[config.mk]
export PLATFORM = sky130hd
export DESIGN_NAME = seg7led_sequencer_flat
export DESIGN_NICKNAME = d
export VERILOG_FILES = /design/src/rtl/seg7led_sequencer_if.sv /design/src/rtl/seg7led_sequencer.sv /design/src/flat_wrapper.sv
export SDC_FILE = /design/constraint.sdc
export NUM_CORES = 1
export LEC_CHECK = 0
export CAP_MARGIN = 15
export CORE_UTILIZATION = 33
export DETAILED_ROUTE_END_ITERATION = 8
export HOLD_SLACK_MARGIN = 0.02
export PLACE_DENSITY = 0.85
export SLEW_MARGIN = 40
export SYNTH_ARGS = -nofsm -noshare
export SYNTH_HDL_FRONTEND = slang
export SYNTH_SLANG_ARGS = --single-unit
[constraint.sdc]
create_clock -name clk -period 1.6 [get_ports clk]
set_clock_uncertainty 0.15 [all_clocks]
set_input_delay 0.32 -clock clk [delete_from_list [all_inputs] [get_ports clk]]
set_output_delay 0.32 -clock clk [all_outputs]
set_load 0.01 [all_outputs]
[src/rtl/seg7led_sequencer_if.sv]
// Update-request handshake and driver control-port bundle for seg7led_sequencer.
// Master = update source side, slave = sequencer side.
interface seg7led_sequencer_if #(
  parameter int unsigned DIGITS = 4
);
  localparam int unsigned DATA_W = DIGITS * 4;

  logic                req_valid;
  logic                req_ready;
  logic [DATA_W-1:0]   req_data;
  logic [DIGITS-1:0]   req_on;
  logic [DIGITS-1:0]   req_dp;
  logic [DIGITS-1:0]   req_blink;
  logic [1:0]          ctrl_address;
  logic                ctrl_write;
  logic [31:0]         ctrl_writedata;

  modport master (
    output req_valid, req_data, req_on, req_dp, req_blink,
    input  req_ready, ctrl_address, ctrl_write, ctrl_writedata
  );

  modport slave (
    input  req_valid, req_data, req_on, req_dp, req_blink,
    output req_ready, ctrl_address, ctrl_write, ctrl_writedata
  );
endinterface

[src/rtl/seg7led_sequencer.sv]
// Shadows a whole-display update and replays it as data/on/dp register writes to the 7-seg driver.
// Optional blink refresh of the digit-enable register is built when SEG7LED_SEQUENCER_BLINK_EN is defined.
module seg7led_sequencer #(
  parameter int unsigned DIGITS       = 4,
  parameter int unsigned BLINK_CYCLES = 25000000
) (
  input  logic                 clk,
  input  logic                 reset_n,
  seg7led_sequencer_if.slave   bus,
  output logic                 busy
);
  localparam int unsigned DATA_W = DIGITS * 4;
  localparam int unsigned CNT_W  = $clog2(BLINK_CYCLES);

  typedef enum logic [2:0] {
    S_IDLE,
    S_WR_DATA,
    S_WR_ON,
    S_WR_DP
`ifdef SEG7LED_SEQUENCER_BLINK_EN
    , S_BLINK_ON
`endif
  } state_t;

  state_t              state;
  logic [DATA_W-1:0]   sh_data;
  logic [DIGITS-1:0]   sh_on;
  logic [DIGITS-1:0]   sh_dp;
  logic [DIGITS-1:0]   eff_on;
  logic                handshake;
  logic                wr_q;
  logic [1:0]          addr_q;
  logic [31:0]         wdata_q;

  assign handshake          = (state == S_IDLE) && bus.req_valid;
  assign bus.req_ready      = (state == S_IDLE);
  assign busy               = (state != S_IDLE);
  assign bus.ctrl_write     = wr_q;
  assign bus.ctrl_address   = addr_q;
  assign bus.ctrl_writedata = wdata_q;

`ifdef SEG7LED_SEQUENCER_BLINK_EN
  logic [CNT_W-1:0]  blink_cnt;
  logic              phase;
  logic              blink_pend;
  logic [DIGITS-1:0] sh_blink;
  logic              wrap;

  assign wrap   = (blink_cnt == CNT_W'(BLINK_CYCLES - 1));
  assign eff_on = sh_on & ~(sh_blink & {DIGITS{phase}});

  // Half-period timer; a new request's clear of the pending refresh beats a coincident wrap.
  always_ff @(posedge clk) begin
    if (!reset_n) begin
      blink_cnt  <= '0;
      phase      <= 1'b0;
      blink_pend <= 1'b0;
      sh_blink   <= '0;
    end else begin
      blink_cnt <= wrap ? '0 : blink_cnt + CNT_W'(1);
      if (wrap) phase <= ~phase;
      if (handshake) sh_blink <= bus.req_blink;
      if (handshake)
        blink_pend <= 1'b0;
      else if (wrap && (|sh_blink))
        blink_pend <= 1'b1;
      else if (state == S_IDLE)
        blink_pend <= 1'b0;
    end
  end
`else
  logic unused_blink;

  assign unused_blink = ^bus.req_blink;
  assign eff_on       = sh_on;
`endif

  // Sequencer; the control outputs are registered for the state being entered.
  always_ff @(posedge clk) begin
    if (!reset_n) begin
      state   <= S_IDLE;
      sh_data <= '0;
      sh_on   <= '1;
      sh_dp   <= '0;
      wr_q    <= 1'b0;
      addr_q  <= 2'd0;
      wdata_q <= 32'd0;
    end else begin
      wr_q    <= 1'b0;
      addr_q  <= 2'd0;
      wdata_q <= 32'd0;
      case (state)
        S_IDLE: begin
          if (handshake) begin
            sh_data <= bus.req_data;
            sh_on   <= bus.req_on;
            sh_dp   <= bus.req_dp;
            state   <= S_WR_DATA;
            wr_q    <= 1'b1;
            addr_q  <= 2'd0;
            wdata_q <= 32'(bus.req_data);
          end
`ifdef SEG7LED_SEQUENCER_BLINK_EN
          else if (blink_pend) begin
            state   <= S_BLINK_ON;
            wr_q    <= 1'b1;
            addr_q  <= 2'd1;
            wdata_q <= 32'(eff_on);
          end
`endif
        end
        S_WR_DATA: begin
          state   <= S_WR_ON;
          wr_q    <= 1'b1;
          addr_q  <= 2'd1;
          wdata_q <= 32'(eff_on);
        end
        S_WR_ON: begin
          state   <= S_WR_DP;
          wr_q    <= 1'b1;
          addr_q  <= 2'd2;
          wdata_q <= 32'(sh_dp);
        end
        S_WR_DP: state <= S_IDLE;
`ifdef SEG7LED_SEQUENCER_BLINK_EN
        S_BLINK_ON: state <= S_IDLE;
`endif
        default: state <= S_IDLE;
      endcase
    end
  end
endmodule

[src/flat_wrapper.sv]
// flat-port wrapper written by rule: the top's interface ports become plain ports
module seg7led_sequencer_flat 
#(
  parameter int unsigned DIGITS       = 4,
  parameter int unsigned BLINK_CYCLES = 25000000
)
  (clk, reset_n, busy, bus_req_valid, bus_req_data, bus_req_on, bus_req_dp, bus_req_blink, bus_req_ready, bus_ctrl_address, bus_ctrl_write, bus_ctrl_writedata);
  seg7led_sequencer_if #(.DIGITS(DIGITS)) bus_i ();
  input  logic clk;
  input  logic reset_n;
  output logic busy;
  input wire logic [$bits(bus_i.req_valid)-1:0] bus_req_valid;
  input wire logic [$bits(bus_i.req_data)-1:0] bus_req_data;
  input wire logic [$bits(bus_i.req_on)-1:0] bus_req_on;
  input wire logic [$bits(bus_i.req_dp)-1:0] bus_req_dp;
  input wire logic [$bits(bus_i.req_blink)-1:0] bus_req_blink;
  output wire logic [$bits(bus_i.req_ready)-1:0] bus_req_ready;
  output wire logic [$bits(bus_i.ctrl_address)-1:0] bus_ctrl_address;
  output wire logic [$bits(bus_i.ctrl_write)-1:0] bus_ctrl_write;
  output wire logic [$bits(bus_i.ctrl_writedata)-1:0] bus_ctrl_writedata;
  assign bus_i.req_valid = bus_req_valid;
  assign bus_i.req_data = bus_req_data;
  assign bus_i.req_on = bus_req_on;
  assign bus_i.req_dp = bus_req_dp;
  assign bus_i.req_blink = bus_req_blink;
  assign bus_req_ready = bus_i.req_ready;
  assign bus_ctrl_address = bus_i.ctrl_address;
  assign bus_ctrl_write = bus_i.ctrl_write;
  assign bus_ctrl_writedata = bus_i.ctrl_writedata;
  seg7led_sequencer #(.DIGITS(DIGITS), .BLINK_CYCLES(BLINK_CYCLES)) u_core (.clk(clk), .reset_n(reset_n), .bus(bus_i), .busy(busy));
endmodule
==> results of run 1 <==
[power breakdown]
| part | internal, mW | leakage (nW) | switching (mW) |
|---|---|---|---|
| logic | 0.337 | 0.564 | 0.303 |
| clock network | 0.373 | 0.0455 | 0.253 |
| registers | 0.821 | 0.239 | 0.0391 |
[layer usage]
metal / wire [um] / GRT usage, %
met5: 0 / 0
met4: 96 / 9.740
met3: 206 / 5.970
met2: 1483 / 23.86
met1: 936 / 15.07
[stage by stage]
| step | utilization, % | setup TNS, ns | worst slack (ns) | hold WS [ns] |
|---|---|---|---|---|
| detailed placement | 53.53 | -0.4813 | -0.04630 | 0.3209 |
| CTS | 55.44 | 0 | 0.001417 | 0.3342 |
| floorplan | - | 0 | 0.02745 | 0.2894 |
| finish | 56.23 | 0 | 0.04481 | 0.3342 |
| global route | 56.23 | -0.04241 | -0.01830 | 0.3526 |
| global placement | 53.53 | -0.1650 | -0.02530 | 0.3001 |
[worst max-delay path: cells and delay by family, from the launching register on]
family / cells / cell delay, ns
DFF: 1 / 0.35
adders and majority gates: 1 / 0.16
buffers and inverters: 3 / 0.23
[flip-flops by register name, summed over array words and instances (netlist names)]
| register | count |
|---|---|
| u_core.eff_on | 4 |
| u_core.state | 2 |
| u_core.bus.ctrl_address | 2 |
| u_core.bus.ctrl_write | 1 |
| u_core.sh_dp | 4 |
| u_core.bus.ctrl_writedata | 16 |
[final cells by class]
cell class	instances	area, um^2	share of cell area, %
flip-flops and latches	29	583.1	32.89
repair buffers	62	553.0	31.19
multi-input cells	81	485.5	27.38
clock buffers	7	55.05	3.105
well taps	44	55.05	3.105
clock inverters	1	30.03	1.694
inverters	3	11.26	0.6351
[worst max-delay path by stage]
stage	slack, ns	cells past startpoint	start	end
global route	-0.02	5	u_core.state[0]$_SDFFE_PN0P_	u_core.bus.ctrl_writedata[1]$_SDFF_PN0_
detailed placement	-0.05	6	bus_req_valid	u_core.bus.ctrl_writedata[11]$_SDFF_PN0_
finish	0.04	4	u_core.state[0]$_SDFFE_PN0P_	busy
global placement	-0.03	4	bus_req_valid	u_core.bus.ctrl_writedata[1]$_SDFF_PN0_
floorplan	0.03	6	u_core.state[0]$_SDFFE_PN0P_	u_core.bus.ctrl_writedata[3]$_SDFF_PN0_
CTS	0.001	7	u_core.state[1]$_SDFFE_PN0P_	u_core.bus.ctrl_writedata[2]$_SDFF_PN0_
[cells by family after synthesis]
kind of cell    after synthesis  share of synthesized area (%)
fa+ha+maj                     6                          6.593
simple gates                 47                          20.33
other cells                   1                         0.3294
flops                        29                          50.99
buf+inv                      22                          13.30
compound gates               12                          8.462
[cells in the final DEF (no fill, tap or decap), drive strengths merged, types with 2 or more instances in the layout]
cell | Yosys | routed
o21ai | 2 | 2
buf | 17 | 17
conb | 1 | 16
nor2 | 7 | 7
clkdlybuf4s50 | 0 | 26
clkbuf | 2 | 7
nand3 | 4 | 4
ha | 6 | 6
dfxtp | 29 | 29
a21boi | 5 | 5
a222oi | 4 | 4
inv | 3 | 3
and2 | 15 | 15
nand2 | 19 | 19
dlygate4sd2 | 0 | 19
[timing repair]
action	in CTS	in global routing
endpoints found under the setup margin	21	21
gates resized for setup	29	6
setup buffers	1	1
hold buffers	0	0
pin swaps	4	3
==> results.ini, run 1 <==
[grt]
antenna_found_initial=0
grt.total_usage_pct=14.46
grt_max_degree=13
grt_pass1_vias=829
grt-ovfl-total=0
grt_pass1_wl_um=3650

[worst_setup_path]
reg2reg_depth=6
reg2reg_from=u_core.state[0]$_SDFFE_PN0P_
rrSetupSlack_ns=0.04
critPathMaxStageDelay_ns=0.35
required_ns=1.13
crit_path_max_fanout=3
cp_slowest_cell=dfxtp_2
timing.rr.end=u_core.state[0]$_SDFFE_PN0P_
cp-end-kind=output port
path_cells=inv_2 -> ha_4 -> inv_1 -> buf_2
cp-start-kind=register
critPathKind=register to output port
arrival_ns=1.09

[power]
p_leak_nw=0.8484
p_per_area_nw_per_um2=1199
vdd_drop_max_mv=0.3758
power.total_mw=2.125

[final_layout]
n_fill_cell=286
finalNonFillerCells=227
drive_gt1_share_pct=18.58
layout.nets=219
antennaDiodeCount=0
syn2layout_area_growth_pct=55.71
final_area_um2=1773

[placed_design]
placed_cell_area_um2=1688
io_buffers=47
dpl.hpwl_um=1962
gp_congestion=0.7717
dp.cells=218

[synth]
ys_seq_area_share_pct=50.99
async_flop_share_pct=0
postSynthCellCount=117
synth_top_area_cell=dfxtp_1
yosysMostFrequentCell=dfxtp_1
synth.top_cell.area_share_pct=50.99
synth_flop_cell=dfxtp_1
synth-edff-count=0
syn_avg_cell_area_um2=9.732
synthTopCellsByArea=dfxtp_1 51%, buf_4 11%, and2_1 7.7%
ys_seq_elements=29
synth_warnings=0
synth_area_um2=1139
synth.distinct_cells=21
synth_common_cells=29 x dfxtp_1, 18 x nand2_1, 16 x buf_4

[timing]
slew_violations=0
max_freq_mhz=643.0
finalSetupViolations=0
finalCriticalPeriod_ns=1.555
hold_viol=0
post-route-period-util_pct=97.20

[cts]
cts_root_buf=clkbuf_4
cts_tree=yes
cts_made_buffers=5
htreeDepth=2
clock_sinks=29
cts.path.max_buffers=2
insertion_delay_ns=0.33
cts.clk_slew.worst_paths_ns=0.09

[floorplan]
die_w_um=60.74
fp.coreArea_um2=3153
die_y_um=60.74
io_pins=68
start_util_pct=36.11
die_area_um2=3689
row_count=20

[route]
post_drt_wl_per_cell_um=12.00
via_per_inst=4.286
drc_errors=0
first_iter_violations=42
postRouteAntennaNets=0
wl_um=2723
dr.pass1.iters=4
vias=973

[hold_path]
hold_path.class=register to register
min_to=u_core.sh_dp[2]$_SDFFE_PN0P_
hp-start=u_core.sh_dp[2]$_SDFFE_PN0P_
min_path_cells=2

[run_status]
status=completed

[job]
cap_violations=0

No activity file was read; power rests on OpenSTA's default activity.
==> run 2: changes to the inputs <==
--- a/config.mk
+++ b/config.mk
@@ -8,6 +8,7 @@
 export CAP_MARGIN = 15
 export CORE_UTILIZATION = 33
 export DETAILED_ROUTE_END_ITERATION = 8
+export GPL_TIMING_DRIVEN = 0
 export HOLD_SLACK_MARGIN = 0.02
 export PLACE_DENSITY = 0.85
 export SLEW_MARGIN = 40
==> run 2 against run 1 <==
Effect of this change:
- global-route usage is 0.45 points higher
- first-iteration DRC count fell by 33%
- setup slack got worse by 0.0064 ns
- critical path type unchanged
- largest cell class is now non-clock buffers
- highest routed layer unchanged
==> results.ini, run 2 (same netlist as run 1, synthesis figures left out) <==
[route]
wl_um=2519  ; -7.5%
first_iter_violations=28  ; -33%
vias=948  ; -2.6%
drc_errors=0  ; unchanged
post_drt_wl_per_cell_um=10.81  ; -9.9%
via_per_inst=4.069  ; -5.1%
dr.pass1.iters=5  ; +1
postRouteAntennaNets=0  ; unchanged

[hold_path]
hp-start=u_core.eff_on[3]$_SDFFE_PN1P_
min_to=u_core.eff_on[3]$_SDFFE_PN1P_
min_path_cells=2  ; unchanged
hold_path.class=register to register

[timing]
max_freq_mhz=640.4  ; -0.41%
slew_violations=0  ; unchanged
hold_viol=0  ; unchanged
setup_ws_ns=0.03837  ; -0.006438 ns
finalSetupViolations=0  ; unchanged
hold_ws_ns=0.3243  ; -0.009920 ns
finalCriticalPeriod_ns=1.562  ; +0.006438 ns
rsz0062_at_grt=no
post-route-period-util_pct=97.60  ; +0.40 points

[worst_setup_path]
reg2reg_from=u_core.state[1]$_SDFFE_PN0P_
cp_slowest_cell=dfxtp_2
reg2reg_depth=7  ; +1
crit_path_max_fanout=4  ; +1
arrival_ns=1.09  ; about the same
path_cells=inv_4 -> ha_4 -> inv_4 -> buf_6
critPathMaxStageDelay_ns=0.37  ; +0.02 ns
cp-start-kind=register
critPathKind=register to output port
cp-end-kind=output port
rrSetupSlack_ns=0.07  ; +0.03 ns
required_ns=1.13  ; about the same
timing.rr.end=u_core.bus.ctrl_writedata[15]$_SDFF_PN0_
crit_top_cell=inv_4

[final_layout]
drive_gt1_share_pct=20.63  ; +2.1 points
syn2layout_area_growth_pct=59.56
final_common_cell=dfxtp_1
layout.nets=226  ; +3.2%
final_util_pct=57.62  ; +1.4 points
largest_reg_flops=16  ; unchanged
n_fill_cell=288  ; +0.70%
antennaDiodeCount=0  ; unchanged
final_cell_mix=27 x dfxtp_1, 26 x clkdlybuf4s50_1, 19 x buf_4, 19 x dlygate4sd2_1, 18 x nand2_1

[job]
cap_violations=0  ; unchanged

[power]
p_leak_nw=0.8805  ; +3.8%
power_frac_comb_pct=32.8  ; +2.7 points
p_sw_mw=0.5767  ; -3.0%
power.total_mw=1.942  ; -8.6%
pwr-share-clk_pct=22.8  ; -6.6 points
p_int_mw=1.365  ; -11%
p_per_area_nw_per_um2=1069  ; -11%
vdd_drop_max_mv=0.2952  ; -21%
power.share.switching_pct=29.70  ; +1.7 points
seqPwrFrac_pct=44.4  ; +3.9 points

[placed_design]
gp_congestion=0.7394  ; -4.2%
dpl.hpwl_um=1755  ; -11%
io_buffers=47  ; unchanged
preCtsSetupSlack_ns=-0.2650  ; -0.2187 ns

[cts]
cts_made_buffers=5  ; unchanged
cts.clk_slew.worst_paths_ns=0.08  ; about the same
insertion_delay_ns=0.33  ; about the same
cts_tree=yes
cts.path.max_buffers=2  ; unchanged
clock_sinks=29  ; unchanged
ctsHoldBuffers=0  ; unchanged
cts_root_buf=clkbuf_4
htreeDepth=2  ; unchanged

[floorplan]
row_count=20  ; unchanged
fp.coreArea_um2=3153  ; unchanged
die_w_um=60.74  ; unchanged
io_pins=68  ; unchanged
die_area_um2=3689  ; unchanged
die_y_um=60.74  ; unchanged
start_util_pct=36.11  ; unchanged

[grt]
grt_pass1_vias=896  ; +8.1%
grt_max_degree=11  ; -2
grt_pass1_wl_um=3801  ; +4.1%
grt-ovfl-total=0  ; unchanged
antenna_found_initial=0  ; unchanged
grt.total_usage_pct=14.91  ; +0.45 points

[run_status]
status=completed

run 2: how the worst max path moves through the flow:
stage                                             from                                 endpoint  slack, ns  depth (start not counted)
after floorplan           u_core.state[0]$_SDFFE_PN0P_  u_core.bus.ctrl_writedata[3]$_SDFF_PN0_       0.03                          6
after global placement    u_core.state[0]$_SDFFE_PN0P_                                     busy      -0.24                          4
after detailed placement  u_core.state[0]$_SDFFE_PN0P_                                     busy      -0.26                          4
after CTS                 u_core.state[1]$_SDFFE_PN0P_                                     busy       0.01                          4
after global routing      u_core.state[0]$_SDFFE_PN0P_                                     busy      0.002                          4
final                     u_core.state[1]$_SDFFE_PN0P_                                     busy       0.04                          4
run 2: routing by layer:
metal  share of wire (%)  up-vias  GRT usage, %
li1                    -      489             -
met1                  37      405         14.55
met2                  51       45         24.33
met3                 8.6        9         6.823
met4                 3.3        0         12.01
met5                   0        -             0
run 2: cell type report:
class	instances	area (um^2)	area share (%)
flip-flops and latches	29	585.6	32.23
multi-input cells	81	488.0	26.86
repair buffers	50	465.4	25.62
plain buffers	19	148.9	8.196
clock buffers	7	55.05	3.030
well taps	44	55.05	3.030
inverters	3	18.77	1.033
run 2: repair_timing:
item                                    CTS  global route
resized for setup                        38             5
pin swaps                                 1             1
endpoints found under the setup margin   32            11
setup buffers                             3             0
run 2: worst max-delay path, delay by kind of cell, from the launching register on:
kind                       cells  cell delay (ns)
DFF                            1             0.37
buffers and inverters          3             0.22
adders and majority gates      1             0.18
run 2: per-stage QoR:
stage               cells  setup TNS [ns]  instance area, um^2
CTS                   233               0                 1795
global placement      223          -2.460                 1723
global route          233               0                 1817
floorplan             132               0                 1197
finish                233               0                 1817
detailed placement    223          -2.910                 1723
run 2: power groups by stage:
stage,Sequential (mW),Clock (mW),Combinational [mW]
floorplan,0.901,0,0.296
global placement,0.874,0,0.573
detailed placement,0.879,0,0.580
CTS,0.858,0.458,0.596
global route,0.873,0.493,0.699
finish,0.862,0.443,0.637
==> run 3: changes to the inputs <==
--- a/config.mk
+++ b/config.mk
@@ -6,11 +6,12 @@
 export NUM_CORES = 1
 export LEC_CHECK = 0
 export CAP_MARGIN = 15
-export CORE_UTILIZATION = 33
+export CORE_UTILIZATION = 40
 export DETAILED_ROUTE_END_ITERATION = 8
+export DONT_BUFFER_PORTS = 1
 export GPL_TIMING_DRIVEN = 0
 export HOLD_SLACK_MARGIN = 0.02
-export PLACE_DENSITY = 0.85
+export PLACE_DENSITY = 0.66
 export SLEW_MARGIN = 40
 export SYNTH_ARGS = -nofsm -noshare
 export SYNTH_HDL_FRONTEND = slang
==> run 3 against run 2 <==
Effect of this change:
- flip-flop and latch count unchanged
- via count down 9.0%
- worst hold slack got worse by 0.29 ns
- clock power decreased by 9.3%
- cell count decreased by 16%
- core utilization up 2.8 points
- register-to-register slack worse by 0.02 ns
- combinational power down 30%
==> results.ini, run 3 (same netlist as run 1, synthesis figures left out) <==
[route]
dr.pass1.iters=6  ; +1
post_drt_wl_per_cell_um=11.19  ; +3.5%
postRouteAntennaNets=0  ; unchanged
via_per_inst=4.403  ; +8.2%
wl_um=2193  ; -13%
drc_errors=0  ; unchanged
first_iter_violations=18  ; -36%
vias=863  ; -9.0%

[final_layout]
final_common_cell=dfxtp_1
final-seq-area_um2=583.1  ; -0.43%
largest_reg_flops=16  ; unchanged
drive_gt1_share_pct=20.48  ; -0.15 points
final_area_um2=1564  ; -14%
final_cell_mix=27 x dfxtp_1, 25 x dlygate4sd3_1, 18 x nand2_1
n_fill_cell=237  ; -18%
layout.nets=202  ; -11%
syn2layout_area_growth_pct=37.36
antennaDiodeCount=0  ; unchanged
multi_input_area_um2=480.5  ; -1.5%
final_util_pct=60.39  ; +2.8 points

[power]
power.total_mw=1.741  ; -10%
p_per_area_nw_per_um2=1113  ; +4.2%
vdd_drop_max_mv=0.8321  ; +180%
p_leak_nw=0.7176  ; -19%

[cts]
cts_root_buf=clkbuf_4
clock_sinks=29  ; unchanged
cts_tree=yes
cts.path.max_buffers=2  ; unchanged
cts.clk_slew.worst_paths_ns=0.08  ; about the same
htreeDepth=2  ; unchanged
cts_made_buffers=5  ; unchanged
insertion_delay_ns=0.32  ; about the same

[timing]
rsz0062_at_grt=yes
finalSetupViolations=0  ; unchanged
hold_viol=0  ; unchanged
setup_ws_ns=0.04489  ; +0.006520 ns
post-route-period-util_pct=97.19  ; -0.41 points
hold_ws_ns=0.03363  ; -0.2906 ns
finalCriticalPeriod_ns=1.555  ; -0.006520 ns
max_freq_mhz=643.0  ; +0.42%
slew_violations=0  ; unchanged

[run_status]
status=completed

[floorplan]
die_w_um=55.35  ; -8.9%
fp.coreArea_um2=2590  ; -18%
die_y_um=55.35  ; -8.9%
row_count=18  ; -10%
io_pins=68  ; unchanged
start_util_pct=43.96  ; +7.9 points
die_area_um2=3064  ; -17%

[worst_setup_path]
cp.depth=3  ; -1
cp_top_family=flip-flops
cp_slowest_cell=dfxtp_2
rrSetupSlack_ns=0.05  ; -0.02 ns
critPathBufInv=2  ; -1
reg2reg_from=u_core.state[0]$_SDFFE_PN0P_
cp-start-kind=register
reg2reg_depth=6  ; -1
required_ns=1.13  ; about the same
crit_path_max_fanout=5  ; +1
critPathMaxStageDelay_ns=0.33  ; -0.04 ns
arrival_ns=1.09  ; about the same
critPathKind=register to output port
path_cells=inv_1 -> ha_4 -> inv_2
timing.rr.end=u_core.bus.ctrl_writedata[3]$_SDFF_PN0_
cp-end-kind=output port

[placed_design]
placed_cell_area_um2=1235  ; -28%
io_buffers=0  ; -100%
preCtsSetupSlack_ns=-0.1009  ; +0.1641 ns
dpl.hpwl_um=1538  ; -12%
gp_congestion=0.7453  ; +0.80%

[grt]
antenna_found_initial=0  ; unchanged
grt_max_degree=11  ; unchanged
grt-ovfl-total=0  ; unchanged
grt_pass1_wl_um=3305  ; -13%
grt_pass1_vias=775  ; -14%
grt.total_usage_pct=14.58  ; -0.33 points

[hold_path]
hold_path.class=input pin to register
min_path_cells=2  ; unchanged
min_to=u_core.bus.ctrl_writedata[2]$_SDFF_PN0_
hp-start=bus_req_data[2]

[job]
cap_violations=0  ; unchanged

-- run 3: cell count changes in the layout (fill, tap and decap cells not counted), sizes merged --
cell,delta
buf,-4
clkbuf,-1
clkdlybuf4s50,-26
clkinv,+2
dlygate4sd2,-19
dlygate4sd3,+25
-- run 3: worst reg2reg max path, delay by kind of cell (launching register included) --
| kind | cells | cell delay, ns |
|---|---|---|
| flops | 1 | 0.35 |
| simple gates | 2 | 0.23 |
| buf+inv | 2 | 0.23 |
| compound gates | 1 | 0.28 |
| fa+ha+maj | 1 | 0.21 |
-- run 3: how the worst max path moves through the flow --
stage                                              endpoint  slack [ns]                    startpoint
finish                                                 busy        0.04  u_core.state[0]$_SDFFE_PN0P_
global route                                           busy      -0.008  u_core.state[0]$_SDFFE_PN0P_
CTS                 u_core.bus.ctrl_writedata[3]$_SDFF_PN0_        0.02  u_core.state[0]$_SDFFE_PN0P_
detailed placement  u_core.bus.ctrl_writedata[3]$_SDFF_PN0_       -0.10  u_core.state[0]$_SDFFE_PN0P_
global placement    u_core.bus.ctrl_writedata[3]$_SDFF_PN0_       -0.07  u_core.state[0]$_SDFFE_PN0P_
floorplan           u_core.bus.ctrl_writedata[3]$_SDFF_PN0_        0.03  u_core.state[0]$_SDFFE_PN0P_
-- run 3: layout make-up --
cell class,instances,share of cell area [%]
Sequential cell,29,37.28
Timing Repair Buffer,26,16.48
Clock buffer,6,2.640
Inverter,3,0.7200
Clock inverter,2,0.6400
Multi-Input combinational cell,81,30.72
Buffer,19,9.120
Tap cell,30,2.400
-- run 3: per-stage QoR --
stage,TNS (ns),std cells
global route,-0.01626,196
detailed placement,-0.1257,162
finish,0,196
global placement,-0.07936,162
floorplan,0,132
CTS,0,195
-- run 3: timing repair --
action                                 4_1_cts  5_1_grt
gates resized for setup                      5        3
pin swaps                                    0        1
buffers inserted                             1        0
setup endpoints to repair                   13       11
endpoints found under the hold margin       24        1
hold buffers                                24        1
-- run 3: power breakdown --
group          leakage [nW]  internal (mW)  switching, mW  total, mW
Combinational         0.447          0.224          0.222      0.446
Clock                0.0320          0.167          0.235      0.402
Sequential            0.239          0.822         0.0716      0.894
Total                 0.718           1.21          0.529       1.74
-- run 3: routing by layer --
layer,vias to the layer above,routed length (um),GRT usage [%]
met5,-,0,0
met4,0,70,11.79
met3,7,155,4.918
met2,41,1095,23.75
met1,370,871,15.16
li1,445,-,-
